--- src/rtl/branch_predictor_if.sv ---
// Fetch/execute-side signal bundle for the branch predictor.
// Latency: n/a (wiring only).
// Backpressure: none; every signal is sampled or driven each cycle.
interface branch_predictor_if #(
  parameter int WIDTH     = 32,
  parameter int CNT_WIDTH = 32
);
  logic [WIDTH-1:0]     PC_F;
  logic                 predictTaken_F;
  logic [WIDTH-1:0]     predictTarget_F;
  logic                 update_E;
  logic [WIDTH-1:0]     PC_E;
  logic [WIDTH-1:0]     PCPlus4_E;
  logic                 taken_E;
  logic [WIDTH-1:0]     target_E;
  logic                 predTaken_E;
  logic [WIDTH-1:0]     predTarget_E;
  logic                 mispredict_E;
  logic [WIDTH-1:0]     redirectPC_E;
  logic [CNT_WIDTH-1:0] branchCount;
  logic [CNT_WIDTH-1:0] mispredictCount;

  modport master (
    output PC_F, update_E, PC_E, PCPlus4_E, taken_E, target_E, predTaken_E, predTarget_E,
    input  predictTaken_F, predictTarget_F, mispredict_E, redirectPC_E,
           branchCount, mispredictCount
  );

  modport slave (
    input  PC_F, update_E, PC_E, PCPlus4_E, taken_E, target_E, predTaken_E, predTarget_E,
    output predictTaken_F, predictTarget_F, mispredict_E, redirectPC_E,
           branchCount, mispredictCount
  );
endinterface

--- src/rtl/branch_predictor.sv ---
// Direct-mapped BTB with 2-bit saturating counters plus branch/mispredict counters.
// Latency: lookup and mispredict detection are combinational; training lands next cycle.
// Backpressure: none; one lookup and one update accepted every cycle.
module branch_predictor #(
  parameter int WIDTH     = 32,
  parameter int ENTRIES   = 16,
  parameter int CNT_WIDTH = 32
) (
  input  logic              clk,
  input  logic              rst,
  branch_predictor_if.slave bp
);
  localparam int IDX   = $clog2(ENTRIES);
  localparam int TAG_W = WIDTH - IDX - 2;

  logic             valid_q  [ENTRIES];
  logic             valid_d  [ENTRIES];
  logic [TAG_W-1:0] tag_q    [ENTRIES];
  logic [TAG_W-1:0] tag_d    [ENTRIES];
  logic [WIDTH-1:0] target_q [ENTRIES];
  logic [WIDTH-1:0] target_d [ENTRIES];
  logic [1:0]       ctr_q    [ENTRIES];
  logic [1:0]       ctr_d    [ENTRIES];

  logic [CNT_WIDTH-1:0] branch_cnt_q, branch_cnt_d;
  logic [CNT_WIDTH-1:0] misp_cnt_q, misp_cnt_d;

  logic [IDX-1:0]   idx_f, idx_e;
  logic [TAG_W-1:0] tag_f, tag_e;
  logic             hit_f, hit_e;
  logic             mispredict;

  // Byte-offset bits never participate in index or tag.
  logic unused_pc_bits;
  assign unused_pc_bits = ^{bp.PC_F[1:0], bp.PC_E[1:0]};

  assign idx_f = bp.PC_F[IDX+1:2];
  assign tag_f = bp.PC_F[WIDTH-1:IDX+2];
  assign idx_e = bp.PC_E[IDX+1:2];
  assign tag_e = bp.PC_E[WIDTH-1:IDX+2];

  assign hit_f = valid_q[idx_f] && (tag_q[idx_f] == tag_f);
  assign hit_e = valid_q[idx_e] && (tag_q[idx_e] == tag_e);

  assign bp.predictTaken_F  = hit_f && ctr_q[idx_f][1];
  assign bp.predictTarget_F = hit_f ? target_q[idx_f] : '0;

  assign mispredict = bp.update_E &&
                      ((bp.taken_E != bp.predTaken_E) ||
                       (bp.taken_E && (bp.predTarget_E != bp.target_E)));

  assign bp.mispredict_E    = mispredict;
  assign bp.redirectPC_E    = (bp.update_E && bp.taken_E) ? bp.target_E : bp.PCPlus4_E;
  assign bp.branchCount     = branch_cnt_q;
  assign bp.mispredictCount = misp_cnt_q;

  always_comb begin
    valid_d      = valid_q;
    tag_d        = tag_q;
    target_d     = target_q;
    ctr_d        = ctr_q;
    branch_cnt_d = branch_cnt_q;
    misp_cnt_d   = misp_cnt_q;
    if (bp.update_E) begin
      if (hit_e) begin
        if (bp.taken_E) begin
          if (ctr_q[idx_e] != 2'b11) ctr_d[idx_e] = ctr_q[idx_e] + 2'd1;
          target_d[idx_e] = bp.target_E;
        end else if (ctr_q[idx_e] != 2'b00) begin
          ctr_d[idx_e] = ctr_q[idx_e] - 2'd1;
        end
      end else if (bp.taken_E) begin
        // Taken miss evicts whatever aliased into this slot.
        valid_d[idx_e]  = 1'b1;
        tag_d[idx_e]    = tag_e;
        target_d[idx_e] = bp.target_E;
        ctr_d[idx_e]    = 2'b10;
      end
      if (branch_cnt_q != {CNT_WIDTH{1'b1}}) branch_cnt_d = branch_cnt_q + 1'b1;
      if (mispredict && (misp_cnt_q != {CNT_WIDTH{1'b1}})) misp_cnt_d = misp_cnt_q + 1'b1;
    end
  end

  always_ff @(posedge clk) begin
    if (rst) begin
      for (int i = 0; i < ENTRIES; i++) begin
        valid_q[i]  <= 1'b0;
        tag_q[i]    <= '0;
        target_q[i] <= '0;
        ctr_q[i]    <= 2'b01;
      end
      branch_cnt_q <= '0;
      misp_cnt_q   <= '0;
    end else begin
      valid_q      <= valid_d;
      tag_q        <= tag_d;
      target_q     <= target_d;
      ctr_q        <= ctr_d;
      branch_cnt_q <= branch_cnt_d;
      misp_cnt_q   <= misp_cnt_d;
    end
  end
endmodule

--- src/flat_wrapper.sv ---
// flat-port wrapper written by rule: the top's interface ports become plain ports
module branch_predictor_flat 
#(
  parameter int WIDTH     = 32,
  parameter int ENTRIES   = 16,
  parameter int CNT_WIDTH = 32
)
  (clk, rst, bp_PC_F, bp_update_E, bp_PC_E, bp_PCPlus4_E, bp_taken_E, bp_target_E, bp_predTaken_E, bp_predTarget_E, bp_predictTaken_F, bp_predictTarget_F, bp_mispredict_E, bp_redirectPC_E, bp_branchCount, bp_mispredictCount);
  branch_predictor_if #(.WIDTH(WIDTH), .CNT_WIDTH(CNT_WIDTH)) bp_i ();
  input  logic clk;
  input  logic rst;
  input wire logic [$bits(bp_i.PC_F)-1:0] bp_PC_F;
  input wire logic [$bits(bp_i.update_E)-1:0] bp_update_E;
  input wire logic [$bits(bp_i.PC_E)-1:0] bp_PC_E;
  input wire logic [$bits(bp_i.PCPlus4_E)-1:0] bp_PCPlus4_E;
  input wire logic [$bits(bp_i.taken_E)-1:0] bp_taken_E;
  input wire logic [$bits(bp_i.target_E)-1:0] bp_target_E;
  input wire logic [$bits(bp_i.predTaken_E)-1:0] bp_predTaken_E;
  input wire logic [$bits(bp_i.predTarget_E)-1:0] bp_predTarget_E;
  output wire logic [$bits(bp_i.predictTaken_F)-1:0] bp_predictTaken_F;
  output wire logic [$bits(bp_i.predictTarget_F)-1:0] bp_predictTarget_F;
  output wire logic [$bits(bp_i.mispredict_E)-1:0] bp_mispredict_E;
  output wire logic [$bits(bp_i.redirectPC_E)-1:0] bp_redirectPC_E;
  output wire logic [$bits(bp_i.branchCount)-1:0] bp_branchCount;
  output wire logic [$bits(bp_i.mispredictCount)-1:0] bp_mispredictCount;
  assign bp_i.PC_F = bp_PC_F;
  assign bp_i.update_E = bp_update_E;
  assign bp_i.PC_E = bp_PC_E;
  assign bp_i.PCPlus4_E = bp_PCPlus4_E;
  assign bp_i.taken_E = bp_taken_E;
  assign bp_i.target_E = bp_target_E;
  assign bp_i.predTaken_E = bp_predTaken_E;
  assign bp_i.predTarget_E = bp_predTarget_E;
  assign bp_predictTaken_F = bp_i.predictTaken_F;
  assign bp_predictTarget_F = bp_i.predictTarget_F;
  assign bp_mispredict_E = bp_i.mispredict_E;
  assign bp_redirectPC_E = bp_i.redirectPC_E;
  assign bp_branchCount = bp_i.branchCount;
  assign bp_mispredictCount = bp_i.mispredictCount;
  branch_predictor #(.WIDTH(WIDTH), .ENTRIES(ENTRIES), .CNT_WIDTH(CNT_WIDTH)) u_core (.clk(clk), .rst(rst), .bp(bp_i));
endmodule
--- config.mk ---
export PLATFORM = sky130hd
export DESIGN_NAME = branch_predictor_flat
export DESIGN_NICKNAME = d
export VERILOG_FILES = /design/src/rtl/branch_predictor_if.sv /design/src/rtl/branch_predictor.sv /design/src/flat_wrapper.sv
export SDC_FILE = /design/constraint.sdc
export NUM_CORES = 2
export LEC_CHECK = 0
export BUFFER_PORTS_ARGS = -buffer_cell sky130_fd_sc_hd__buf_2
export CORE_MARGIN = 2
export CORE_UTILIZATION = 40
export DETAILED_ROUTE_END_ITERATION = 10
export PLACE_DENSITY = 0.56
export SETUP_SLACK_MARGIN = 0.2
export SYNTH_ARGS = -nofsm -noshare
export SYNTH_HDL_FRONTEND = slang
export SYNTH_SLANG_ARGS = --single-unit
--- constraint.sdc ---
create_clock -name clk -period 5.03 [get_ports clk]
set_clock_uncertainty 0.1 [all_clocks]
set_input_delay 0.2515 -clock clk [delete_from_list [all_inputs] [get_ports clk]]
set_output_delay 0.2515 -clock clk [all_outputs]
set_load 0.005 [all_outputs]
**Yosys cells after proc, flatten, opt, wreduce, memory -nomap -nowiden**

Cells that the tools add are included.

- Register bits after elaboration: 1040
- Logic and storage cells: 145
- Bits of input ports: 165
- Output and inout bits: 130

- Equality and inequality tests: 8
- $add $sub $neg: 4
- Reduce and logical (&&, ||, !) cells: 17
- Magnitude comparators: 3
- Multiplexer cells: 40
- Bitwise logic cells: 7

Operators by type and width:

| cell | number |
|---|---|
| $bwmux 512 | 1 |
| $bwmux 416 | 1 |
| $mux 32 | 10 |
| $bmux 26 s4 | 2 |
| $mux 26 | 5 |
| $bmux 32 s4 | 1 |
| $demux 32 s4 | 1 |
| $demux 26 s4 | 1 |
| $add 32x1->32 const B | 2 |
| $bwmux 32 | 2 |
| $ne 32x32->1 const B | 2 |
| $eq 26x26->1 | 2 |
| $ne 32x32->1 | 1 |
| $or 16x16->16 | 2 |
| $and 16x16->16 | 1 |
| $bmux 2 s4 | 2 |
| $not 16->16 | 1 |
| $ge 5x5->1 const B | 2 |
| $mux 2 | 5 |
| $not 4->5 | 2 |
| $bmux 1 s4 | 2 |
| $demux 2 s4 | 1 |
| $logic_and 1x1->1 | 8 |
| $reduce_and 2->1 | 3 |
| other kinds (13) | 19 |

**Depth between registers and ports, before layout**

- Word-level depth: 9
- Depth in mapped cells: 17
- Gate-level depth less buffers: 9

**Worst setup path after synthesis**

OpenSTA, ideal clock, no wires.

- Path kind: input-to-reg
- From: input bp_PC_E[3]
- To: register u_core.ctr_q[11] (netlist bit)
- Data required time: 4.789 ns
- Path slack: 1.246 ns
- Setup time: 0.141 ns
- Buffers on the path: 7
- Arrival time: 3.543 ns
- Cell stages on the path: 15
- Cell sequence: clkbuf_1 > buf_2 > buf_2 > buf_2 > buf_2 > mux4_2 > mux4_2 > inv_1 > ha_1 > nor3_1 > and4_1 > buf_2 > buf_6 > a22oi_2 > o32ai_1

- Cells in the longest elaborated chain, start to end: 9
- Elaborated cells between the ends (all ways): 33
- Those cells by class: 2 x add/sub; 2 x order compare; 3 x eq/ne; 18 x mux; 2 x bitwise; 6 x reduce/logical

Ends and longest elaborated chain:

| what | RTL line | text |
|---|---|---|
| start: declaration | flat_wrapper.sv:14 | `input wire logic [$bits(bp_i.PC_E)-1:0] bp_PC_E;` |
| $not 4->5 (not written as such) (*) | - |  |
| $bmux 2 s4 (tied with other cells) | branch_predictor.sv:67, branch_predictor.sv:69, branch_predictor.sv:70 |  |
| $mux 2 (not written as such) or $logic_and 1x1->1 (tied branches) | - |  |
| $mux 2 (on tied branches) | - |  |
| $sub 2x1->2 (tied with other cells) | branch_predictor.sv:70 | `ctr_d[idx_e] = ctr_q[idx_e] - 2'd1;` |
| $bwmux 32 (on tied branches) | branch_predictor.sv:70, branch_predictor.sv:67 |  |
| $mux 32 (on tied branches) | branch_predictor.sv:69, branch_predictor.sv:67 |  |
| $mux 32 | branch_predictor.sv:66 | `if (bp.taken_E) begin` |
| $mux 32 | branch_predictor.sv:65 | `if (hit_e) begin` |
| end signal: assignment | branch_predictor.sv:98 | `ctr_q <= ctr_d;` |
| end: declaration | branch_predictor.sv:22 | `logic [1:0] ctr_q [ENTRIES];` |

Every way passes the cells marked *; elsewhere a longest branch is shown, timed or not. The select of a mux whose other input is x is not followed.
A chain may end at the register's enable or synchronous reset.

**Worst setup path in the final report**

- From: register u_core.tag_q[325] (netlist bit)
- To: output bp_predictTarget_F[28]

- Cells in the longest elaborated chain, start to end: 6

Ends and longest elaborated chain:

| what | RTL line | text |
|---|---|---|
| start: declaration | branch_predictor.sv:18 | `logic [TAG_W-1:0] tag_q [ENTRIES];` |
| start signal: assignment | branch_predictor.sv:96 | `tag_q <= tag_d;` |
| $bmux 26 s4 | branch_predictor.sv:42 | `assign hit_f = valid_q[idx_f] && (tag_q[idx_f] == tag_f);` |
| $mux 26 (not written as such) (2 in series) | branch_predictor.sv:42 |  |
| $eq 26x26->1 | branch_predictor.sv:42 |  |
| $logic_and 1x1->1 | branch_predictor.sv:42 |  |
| $mux 32 | branch_predictor.sv:46 | `assign bp.predictTarget_F = hit_f ? target_q[idx_f] : '0;` |
| end: declaration | flat_wrapper.sv:21 | `output wire logic [$bits(bp_i.predictTarget_F)-1:0] bp_predictTarget_F;` |

No other way between the ends. The select of a mux whose other input is x is not followed.

==> results.md <==
* Max clock buf depth at 3
* First-pass GRT wire length at 293000 um
* Initial antenna violation count at 5
* Max VDD drop at 0.359 mV
* Layout Nets at 5932
* Multi-input logic area at 27500 sq um
* Area after DPL at 53600 sq um
* Power per standard cell area at 319 nW/um^2
* P&R area growth vs syn at 14.2%
* Status: complete, no violations
* Worst Setup End Kind: output pin
* Boundary pin count at 295
* Syn_area_per_cell at 8.79 sq um
* Largest net degree at the start of global routing at 242
* Clk_lat worst skew at 0.76 ns
* Worst Max-Slew Pin Slew at 1.48 ns
* Clock-pin slew on the worst setup and hold paths at 0.07 ns
* Row cnt at 130
* Initial DRT Pass Iterations at 6
* Fin crit period at 4.60 ns
* Cell area after layout at 58200 sq um
* CP Max Fanout at 33
* Via density per instance at 6.15
* Core footprint at 126000 sq um
* Final setup violation count at 0
* Placer Congestion at 0.855
* Post-synth EDFFs at 0
* FILL cells at 12016
* Crit path max-delay family: simple AND/OR/NAND/NOR gates
* Cell taking the most area after synthesis: dfxtp_1
* CP peak stage delay at 0.51 ns
* PortBufs at 290
* Warnings, synthesis at 0
* Routed len/inst at 26.5 um
* Netlist cell types at 67
* Iter 0 DRT Violations at 6278
* Async SR Flop Fraction at 0%
* RSZ-0062 raised after global routing: no
* CTS sink cnt at 1040
* Post-synth top area share at 40.9%
* FF/Latch Area at 20800 sq um
* Crit-path slowest cell: xnor2_1
* Setup_tns at 0 ns
* Synth top area cells: dfxtp_1 (41%), mux4_2 (17%), a21oi_1 (9.4%)
* Ys flop type: dfxtp_1
* Fin crit share at 91.4%
* Post-CTS sizing at 0
* Die extent in x at 361 um
* Post-route DRC at 0
* Initial Util at 40.4%
* Syn nets at 5963
* Vias in the first global route at 43993
* Worst setup SP type: register
* # H-tree levels at 3
* Share of cells above drive strength 1 at 18.8%
* Vias at 46159
* Hold WC Path Type: in2reg
* Pleak at 0.0197 uW
* GR Util All Layers at 29.6%
* Die height at 361 um
* Routed wire length at 199000 um
* Max-slew headroom at 1.35%
* CTS tree: built
* Fin Hold WS at 0.183 ns
* Register area share after synthesis at 40.9%
* Final hold vios at 0
* HPWL Detailed at 113000 um
* Max Slew Vio Count at 0
* Max cap viols at 0
* Cts bufs inserted at 113
* Post-DRT Antenna Nets at 0
* Worst path arrival time at 4.25 ns
* Flip-flop and latch count after synthesis at 1040
* Crit Path Category: reg2out
* WP buf/inv at 2
* Pwr Total at 18600 uW
* Root buf cell: clkbuf_16
* WP data required at 4.68 ns
* Cell area after synthesis at 50900 sq um
* Post CTS Setup Buffer Count at 0
* Peak Freq at 0.217 GHz
* Die area at 130000 sq um
* Total gr overflow at 0
* Post-synthesis instance total at 5794
* Cell Chain, Critical Path: mux4_2, nor2b_1, a211oi_1, a21oi_1, xnor2_1, nand4_1, nor4_1, nand4_1, buf_4, nor2b_1, buf_2
-- worst paths after layout --
path	slack [ns]	start	depth (start not counted)	to
setup reg to reg	0.53	u_core.tag_q[106]	12	u_core.tag_q[207]
hold / removal	0.18	bp_taken_E	4	u_core.ctr_q[23]
setup / recovery	0.43	u_core.tag_q[325]	11	bp_predictTarget_F[28]
hold reg to reg	0.35	u_core.target_q[328]	2	u_core.target_q[328]
-- cells by family after synthesis --
logic type	synth area share, %
DFF	40.9
muxes	19.2
AOI/OAI and AO/OA	15.3
xor gates and xnor gates	2.37
and+or+nand+nor	16.6
adders and majority gates	0.0983
buffers and inverters	5.57
-- what timing repair did --
item | in CTS | in global routing
setup endpoints to repair | 0 | 0
hold endpoints to repair | 924 | 0
hold buffers | 60 | 0
-- worst min-delay path: cells and delay by family --
family,cells,cell delay (ns)
AO/OA/AOI/OAI,1,0.25
XOR/XNOR,1,0.18
buffers and inverters,1,0.19
multiplexers,1,0.10
-- layout by cell type, fill, tap and decap left out, types with 106 or more instances in the layout --
cell	count
clkbuf_16	115
o21ai_0	229
nand3_1	451
nand2_1	1179
dfxtp_1	1040
buf_4	130
a21oi_1	955
mux4_2	393
nor2_1	106
o21ai_1	207
buf_2	282
-- sequential cells by signal, indices dropped and copies added, names as in the netlist --
register	cells
u_core.bp.branchCount	32
u_core.target_q	512
u_core.bp.mispredictCount	32
u_core.tag_q	416
u_core.ctr_q	32
u_core.valid_q	16
-- where the power goes --
group / switching, uW / internal [uW] / total [uW] / leakage (uW)
sequential: 39.2 / 8300 / 8340 / 0.00838
combinational: 918 / 447 / 1370 / 0.00932
clock: 3650 / 5210 / 8860 / 0.00197
-- through the flow --
stage	cells	util [%]	worst slack [ns]
CTS	7509	46.2	0.470
detailed placement	7238	42.6	0.558
finish	7511	46.2	0.431
global route	7510	46.2	0.323
floorplan	5794	-	1.25
global placement	7238	42.6	0.581
-- cells in the mapped netlist (27+ instances only) --
cell type / count
mux2i_1: 72
mux4_2: 393
buf_2: 81
nor2b_1: 47
a21oi_1: 955
buf_1: 93
nand4_1: 29
clkbuf_1: 449
nand2_1: 1197
xnor2_1: 43
nor2_1: 120
nor3_1: 27
o21ai_0: 229
o21ai_1: 207
dfxtp_1: 1040
nand3_1: 451
xor2_1: 95
-- cell type report --
type                            instances  share of cell area, %
Clock buffer                          164                   5.80
Antenna cell                            2                0.00861
Clock inverter                         47                  0.966
Multi-Input combinational cell       4072                   47.3
Inverter                               25                  0.161
Timing Repair Buffer                  511                   6.41
Sequential cell                      1040                   35.8
Tap cell                             1650                   3.55
-- routing by layer --
layer  GRT usage, %  vias up  part of all wire, %
met3           5.28      411                  8.9
met5              0        -               0.0085
li1               -    20435                    -
met4           10.0        2                  3.6
met1           40.4    23036                   41
met2           47.2     2275                   46
Power figures use the tool's default switching activity.
